==> src/rtl/cv32e40s_glitch_controller_if.sv <==
`default_nettype none
// ----------------------------------------------------------------------------
// cv32e40s_glitch_controller_if : control/config/status bundle for the glitch controller
// Revision: 1.0
// ----------------------------------------------------------------------------
interface cv32e40s_glitch_controller_if #(
  parameter int CNT_WIDTH = 16,
  parameter int REP_WIDTH = 8
);
  logic                 arm_i;
  logic                 abort_i;
  logic                 trigger_i;
  logic                 cfg_specific_i;
  logic [CNT_WIDTH-1:0] cfg_delay_i;
  logic [CNT_WIDTH-1:0] cfg_width_i;
  logic [CNT_WIDTH-1:0] cfg_gap_i;
  logic [REP_WIDTH-1:0] cfg_repeat_i;
  logic                 glitch_en_o;
  logic                 glitch_spec_en_o;
  logic                 busy_o;
  logic                 done_o;
  logic [REP_WIDTH-1:0] pulse_cnt_o;

  modport master (
    output arm_i, abort_i, trigger_i, cfg_specific_i,
    output cfg_delay_i, cfg_width_i, cfg_gap_i, cfg_repeat_i,
    input  glitch_en_o, glitch_spec_en_o, busy_o, done_o, pulse_cnt_o
  );

  modport slave (
    input  arm_i, abort_i, trigger_i, cfg_specific_i,
    input  cfg_delay_i, cfg_width_i, cfg_gap_i, cfg_repeat_i,
    output glitch_en_o, glitch_spec_en_o, busy_o, done_o, pulse_cnt_o
  );
endinterface
`default_nettype wire

==> src/rtl/cv32e40s_glitch_controller.sv <==
`default_nettype none
// ----------------------------------------------------------------------------
// cv32e40s_glitch_controller : sequences delay / pulse / gap bursts for a glitch injector
// Revision: 1.0
// ----------------------------------------------------------------------------
module cv32e40s_glitch_controller #(
  parameter int CNT_WIDTH = 16,
  parameter int REP_WIDTH = 8
) (
  input  logic                          clk,
  input  logic                          rst_n,
  cv32e40s_glitch_controller_if.slave   bus
);

  typedef enum logic [2:0] {
    IDLE  = 3'd0,
    ARMED = 3'd1,
    DELAY = 3'd2,
    PULSE = 3'd3,
    GAP   = 3'd4,
    DONE  = 3'd5
  } state_e;

  localparam logic [CNT_WIDTH-1:0] CNT_ONE = CNT_WIDTH'(1);
  localparam logic [REP_WIDTH-1:0] REP_ONE = REP_WIDTH'(1);

  state_e               state_q, state_d;
  logic [CNT_WIDTH-1:0] cnt_q, cnt_d;
  logic [CNT_WIDTH-1:0] delay_q, delay_d;
  logic [CNT_WIDTH-1:0] width_q, width_d;
  logic [CNT_WIDTH-1:0] gap_q, gap_d;
  logic [REP_WIDTH-1:0] repeat_q, repeat_d;
  logic                 specific_q, specific_d;
  logic [REP_WIDTH-1:0] pulse_cnt_q, pulse_cnt_d;
  logic                 glitch_en_q, glitch_en_d;
  logic                 glitch_spec_en_q, glitch_spec_en_d;
  logic                 busy_q, busy_d;
  logic                 done_q, done_d;

  logic                 enter_pulse;
  logic [CNT_WIDTH-1:0] width_eff;
  logic [CNT_WIDTH-1:0] gap_eff;
  logic [REP_WIDTH-1:0] repeat_eff;

  // Zero-valued width/gap/repeat behave as one so pulses never vanish or merge.
  assign width_eff  = (width_q  == '0) ? CNT_ONE : width_q;
  assign gap_eff    = (gap_q    == '0) ? CNT_ONE : gap_q;
  assign repeat_eff = (repeat_q == '0) ? REP_ONE : repeat_q;

  always_comb begin
    state_d     = state_q;
    cnt_d       = cnt_q;
    delay_d     = delay_q;
    width_d     = width_q;
    gap_d       = gap_q;
    repeat_d    = repeat_q;
    specific_d  = specific_q;
    pulse_cnt_d = pulse_cnt_q;
    enter_pulse = 1'b0;

    if (bus.abort_i) begin
      state_d = IDLE;
    end else begin
      unique case (state_q)
        IDLE: begin
          if (bus.arm_i) begin
            delay_d     = bus.cfg_delay_i;
            width_d     = bus.cfg_width_i;
            gap_d       = bus.cfg_gap_i;
            repeat_d    = bus.cfg_repeat_i;
            specific_d  = bus.cfg_specific_i;
            pulse_cnt_d = '0;
            state_d     = ARMED;
          end
        end
        ARMED: begin
          if (bus.trigger_i) begin
            if (delay_q != '0) begin
              state_d = DELAY;
              cnt_d   = delay_q;
            end else begin
              enter_pulse = 1'b1;
            end
          end
        end
        DELAY: begin
          if (cnt_q == CNT_ONE) enter_pulse = 1'b1;
          else                  cnt_d = cnt_q - CNT_ONE;
        end
        PULSE: begin
          if (cnt_q == CNT_ONE) begin
            if (pulse_cnt_q == repeat_eff) begin
              state_d = DONE;
            end else begin
              state_d = GAP;
              cnt_d   = gap_eff;
            end
          end else begin
            cnt_d = cnt_q - CNT_ONE;
          end
        end
        GAP: begin
          if (cnt_q == CNT_ONE) enter_pulse = 1'b1;
          else                  cnt_d = cnt_q - CNT_ONE;
        end
        DONE:    state_d = IDLE;
        default: state_d = IDLE;
      endcase

      if (enter_pulse) begin
        state_d = PULSE;
        cnt_d   = width_eff;
        if (pulse_cnt_q != '1) pulse_cnt_d = pulse_cnt_q + REP_ONE;
      end
    end

    // Injector outputs trail the state by one cycle; abort kills them at once.
    glitch_en_d      = !bus.abort_i && (state_q == PULSE) && !specific_q;
    glitch_spec_en_d = !bus.abort_i && (state_q == PULSE) &&  specific_q;
    done_d           = !bus.abort_i && (state_q == DONE);
    busy_d           = (state_d != IDLE);
  end

  always_ff @(posedge clk or negedge rst_n) begin
    if (!rst_n) begin
      state_q          <= IDLE;
      cnt_q            <= '0;
      delay_q          <= '0;
      width_q          <= '0;
      gap_q            <= '0;
      repeat_q         <= '0;
      specific_q       <= 1'b0;
      pulse_cnt_q      <= '0;
      glitch_en_q      <= 1'b0;
      glitch_spec_en_q <= 1'b0;
      busy_q           <= 1'b0;
      done_q           <= 1'b0;
    end else begin
      state_q          <= state_d;
      cnt_q            <= cnt_d;
      delay_q          <= delay_d;
      width_q          <= width_d;
      gap_q            <= gap_d;
      repeat_q         <= repeat_d;
      specific_q       <= specific_d;
      pulse_cnt_q      <= pulse_cnt_d;
      glitch_en_q      <= glitch_en_d;
      glitch_spec_en_q <= glitch_spec_en_d;
      busy_q           <= busy_d;
      done_q           <= done_d;
    end
  end

  assign bus.glitch_en_o      = glitch_en_q;
  assign bus.glitch_spec_en_o = glitch_spec_en_q;
  assign bus.busy_o           = busy_q;
  assign bus.done_o           = done_q;
  assign bus.pulse_cnt_o      = pulse_cnt_q;

endmodule
`default_nettype wire

==> src/flat_wrapper.sv <==
// flat-port wrapper written by rule: the top's interface ports become plain ports
module cv32e40s_glitch_controller_flat 
#(
  parameter int CNT_WIDTH = 16,
  parameter int REP_WIDTH = 8
)
  (clk, rst_n, bus_arm_i, bus_abort_i, bus_trigger_i, bus_cfg_specific_i, bus_cfg_delay_i, bus_cfg_width_i, bus_cfg_gap_i, bus_cfg_repeat_i, bus_glitch_en_o, bus_glitch_spec_en_o, bus_busy_o, bus_done_o, bus_pulse_cnt_o);
  cv32e40s_glitch_controller_if #(.CNT_WIDTH(CNT_WIDTH), .REP_WIDTH(REP_WIDTH)) bus_i ();
  input  logic clk;
  input  logic rst_n;
  input wire logic [$bits(bus_i.arm_i)-1:0] bus_arm_i;
  input wire logic [$bits(bus_i.abort_i)-1:0] bus_abort_i;
  input wire logic [$bits(bus_i.trigger_i)-1:0] bus_trigger_i;
  input wire logic [$bits(bus_i.cfg_specific_i)-1:0] bus_cfg_specific_i;
  input wire logic [$bits(bus_i.cfg_delay_i)-1:0] bus_cfg_delay_i;
  input wire logic [$bits(bus_i.cfg_width_i)-1:0] bus_cfg_width_i;
  input wire logic [$bits(bus_i.cfg_gap_i)-1:0] bus_cfg_gap_i;
  input wire logic [$bits(bus_i.cfg_repeat_i)-1:0] bus_cfg_repeat_i;
  output wire logic [$bits(bus_i.glitch_en_o)-1:0] bus_glitch_en_o;
  output wire logic [$bits(bus_i.glitch_spec_en_o)-1:0] bus_glitch_spec_en_o;
  output wire logic [$bits(bus_i.busy_o)-1:0] bus_busy_o;
  output wire logic [$bits(bus_i.done_o)-1:0] bus_done_o;
  output wire logic [$bits(bus_i.pulse_cnt_o)-1:0] bus_pulse_cnt_o;
  assign bus_i.arm_i = bus_arm_i;
  assign bus_i.abort_i = bus_abort_i;
  assign bus_i.trigger_i = bus_trigger_i;
  assign bus_i.cfg_specific_i = bus_cfg_specific_i;
  assign bus_i.cfg_delay_i = bus_cfg_delay_i;
  assign bus_i.cfg_width_i = bus_cfg_width_i;
  assign bus_i.cfg_gap_i = bus_cfg_gap_i;
  assign bus_i.cfg_repeat_i = bus_cfg_repeat_i;
  assign bus_glitch_en_o = bus_i.glitch_en_o;
  assign bus_glitch_spec_en_o = bus_i.glitch_spec_en_o;
  assign bus_busy_o = bus_i.busy_o;
  assign bus_done_o = bus_i.done_o;
  assign bus_pulse_cnt_o = bus_i.pulse_cnt_o;
  cv32e40s_glitch_controller #(.CNT_WIDTH(CNT_WIDTH), .REP_WIDTH(REP_WIDTH)) u_core (.clk(clk), .rst_n(rst_n), .bus(bus_i));
endmodule
==> config.mk <==
export PLATFORM = sky130hd
export DESIGN_NAME = cv32e40s_glitch_controller_flat
export DESIGN_NICKNAME = d
export VERILOG_FILES = /design/src/rtl/cv32e40s_glitch_controller_if.sv /design/src/rtl/cv32e40s_glitch_controller.sv /design/src/flat_wrapper.sv
export SDC_FILE = /design/constraint.sdc
export NUM_CORES = 1
export LEC_CHECK = 0
export BUFFER_PORTS_ARGS = -buffer_cell sky130_fd_sc_hd__buf_2
export CORE_MARGIN = 10
export CORE_UTILIZATION = 50
export CTS_CLUSTER_DIAMETER = 30
export DETAILED_ROUTE_END_ITERATION = 8
export PLACE_DENSITY_LB_ADDON = 0.3
export SLEW_MARGIN = 30
export SYNTH_ARGS = -nofsm -noshare
export SYNTH_HDL_FRONTEND = slang
export SYNTH_SLANG_ARGS = --single-unit
==> constraint.sdc <==
create_clock -name clk -period 2.7 [get_ports clk]
set_input_delay 0.54 -clock clk [delete_from_list [all_inputs] [get_ports clk]]
set_output_delay 0.54 -clock clk [all_outputs]
set_load 0.02 [all_outputs]
==> results by group <==
Drt
  • Routed wire length: 12100 um
  • Drt pass-1 iters: 5
  • Vias/cell: 6.05
  • Vias: 3709
  • Remaining DRCs: 0
  • DR iter-0 viols: 308
  • Antenna violation net count after detailed routing: 0
  • WL/cell: 19.7 um

Yosys
  • Post-synth EDFFs: 0
  • Unique masters post-synth: 63
  • Mapped Nets: 481
  • Simple-Gate Fraction of Synth Area: 0.166
  • Synth Area in Compound Gates: 0.139
  • Post-synthesis adder-cell area fraction: 0.00817
  • Yosys warns: 0
  • Syn Area/Cell: 11.0 um^2
  • Largest family of logic cells by synthesized area: simple AND/OR/NAND/NOR gates
  • Seq/Total Area, Yosys: 0.479
  • Synth Instances: 416
  • Synthesized flop and latch total: 88
  • Post-synth top flop: dfrtp_1
  • Multiplexer share of the synthesized area: 0.146
  • Synth Area in XOR/XNOR: 0.0362
  • Ys async rst share: 1.00
  • Mapped cell area: 4590 um^2

Setup path
  • Max FO, Critical Path: 12
  • CP arrival: 2.87 ns
  • Crit path kind: reg2reg
  • CP peak stage delay: 0.60 ns
  • Critical path's slowest cell: or4_4
  • Worst path cell trace: nor4_1 -> nand4_1 -> or4_4 -> nand2_2 -> o21ai_2 -> a221o_1
  • Worst Setup End Kind: register
  • Critical Path RT: 2.95 ns
  • Setup crit start kind: register

Pwr
  • Leak: 0.00237 uW
  • Power Density: 748 nW/um^2
  • Maximum VDD drop: 0.459 mV

STA
  • Final period util: 0.972
  • Fin. Hold Viols: 0
  • Slew Viols, Final: 0
  • Setup violators final: 0
  • Worst slew margin: 0.493
  • WHS: 0.206 ns
  • Fmax: 0.381 GHz
  • Clock skew: 0.00992 ns
  • Slew @ Worst Pin: 0.758 ns
  • Minimum clock period after layout: 2.62 ns
  • Setup TNS: 0 ns

Layout
  • Share of layout cells above drive strength 1: 0.364
  • Layout area overhead: 18.0%
  • Antenna cell count: 0
  • Commonest non-fill, non-tap cell in the layout: dfrtp_1
  • Commonest non-fill, non-tap cells in the layout: dfrtp_1, buf_2, mux2_2
  • Fillers: 761
  • Layout Cell Area excl Fill: 5420 um^2
  • Non-Filler Instances: 613
  • Nets: 565

CTS
  • Clock slew at reported path FFs: 0.09 ns
  • Setup Buffers After CTS: 0
  • Clk Latency, worst-skew pair: 0.36 ns
  • Clock Sinks: 88
  • CTS tree: yes
  • CTS root buffer: clkbuf_8
  • H-Tree Depth: 3
  • CTS max path bufs: 2
  • Num CTS Buffers: 9
  • Post-CTS Hold Buffers: 0

Placement
  • GP Congestion: 0.921
  • DPL Wire Length: 9130 um
  • Area after DPL: 5170 um^2
  • I/O Buffers: 73
  • Cells after DPL: 597

Run status
  • Status: completed

Global routing
  • First-pass GRT wire length: 19200 um
  • Grt met3 use: 0.0398
  • Met1 usage: 0.238
  • Antenna violations before repair: 0
  • Largest net degree at the start of global routing: 50
  • Grt total ovfl: 0
  • Met2 Use GR: 0.285
  • Number of global-route vias before repair: 3748
  • Busiest grt layer: met2
  • Gr usage total: 0.179

Floorplan
  • Die Width: 116 um
  • Rows: 34
  • Die Ht: 116 um
  • Core area: 8850 um^2
  • I/O Pins: 74
  • Die area: 13400 um^2
  • Starting Density: 0.519

Job
  • Max_cap viols: 0

Min path
  • Hold WC Path Type: in2async
through the flow:
stage	power, uW	worst slack [ns]	utilization
global placement	2940	-0.0503	0.584
CTS	4050	0.0912	0.611
floorplan	2590	0.558	-
detailed placement	2980	0.110	0.584
global route	4260	-0.0864	0.613
finish	4050	0.0758	0.613
Yosys cell counts (3+ instances only):
library cell	n	area share
o21ai_0	12	0.013
a221o_1	6	0.013
and3_1	3	0.0041
xor2_1	7	0.013
nor2b_1	3	0.0041
o31ai_1	3	0.0049
dfrtp_1	88	0.48
nand2b_1	4	0.0054
a211oi_1	8	0.013
mux2i_1	3	0.0065
xnor2_1	12	0.023
o22ai_1	6	0.0082
nand2_1	26	0.021
a31oi_1	5	0.0068
or3_1	3	0.0041
a22oi_1	9	0.015
o21a_1	3	0.0049
nor3_1	7	0.0076
ha_1	3	0.0082
nor2_1	31	0.025
inv_1	6	0.0049
a2bb2oi_1	5	0.0095
mux2_2	57	0.14
nor4_1	16	0.022
buf_2	3	0.0033
clkbuf_1	13	0.011
a21oi_1	13	0.014
nand3_1	13	0.014
final timing paths:
check	from	endpoint	slack, ns	depth (start not counted)
setup / recovery	u_core.delay_q[11]$_DFFE_PN0P_	u_core.cnt_q[0]$_DFFE_PN0P_	0.08	6
hold / removal	rst_n	u_core.repeat_q[2]$_DFFE_PN0P_	0.21	1
setup reg to reg	u_core.delay_q[11]$_DFFE_PN0P_	u_core.cnt_q[0]$_DFFE_PN0P_	0.08	6
hold reg to reg	u_core.specific_q$_DFFE_PN0P_	u_core.bus.glitch_en_o$_DFF_PN0_	0.45	1
max in group asynchronous	rst_n	u_core.cnt_q[3]$_DFFE_PN0P_	1.85	2
min in group clk	bus_cfg_delay_i[14]	u_core.delay_q[14]$_DFFE_PN0P_	0.40	2
state kept, by name, indices dropped and copies added, names as in the netlist, 3 cells and up:
name and flops:
u_core.bus.pulse_cnt_o 8, u_core.repeat_q 8, u_core.state_q 3, u_core.delay_q 16, u_core.width_q 16, u_core.gap_q 16, u_core.cnt_q 16
cells by family after synthesis:
| kind of cell | Yosys count |
|---|---|
| multiplexers | 60 |
| flip-flops | 88 |
| adder cells (fa/ha/maj) | 3 |
| AND/OR/NAND/NOR | 134 |
| buffers and inverters | 25 |
| XOR/XNOR | 19 |
| AO/OA/AOI/OAI | 87 |
worst max-delay path: cells and delay by family (launching register included):
| family | cells | cell delay [ns] |
|---|---|---|
| DFF | 1 | 0.41 |
| AOI/OAI and AO/OA | 2 | 0.60 |
| and+or+nand+nor | 4 | 1.50 |
timing repair:
item | CTS | global route
setup endpoints to repair | 0 | 8
hold endpoints to repair | 0 | 0
gates resized for setup | 0 | 4
cell type report:
cell class / instances / area (um^2) / share of cell area
Clock buffer: 11 / 131 / 0.0242
Multi-Input combinational cell: 303 / 2310 / 0.425
Sequential cell: 88 / 2200 / 0.406
Clock inverter: 5 / 105 / 0.0194
Inverter: 7 / 26.3 / 0.00485
Tap cell: 108 / 135 / 0.0249
Timing Repair Buffer: 91 / 515 / 0.0951
layer usage:
layer  vias to the layer above  routed length [um]
met3                        23                 722
met4                         0                 221
met2                       124                5840
li1                       1722                   -
met5                         -                   0
met1                      1840                5290
report_power, final:
part / switching [uW] / internal (uW)
clock network: 470 / 616
registers: 361 / 1630
logic: 443 / 536
Power figures use the tool's default switching activity.
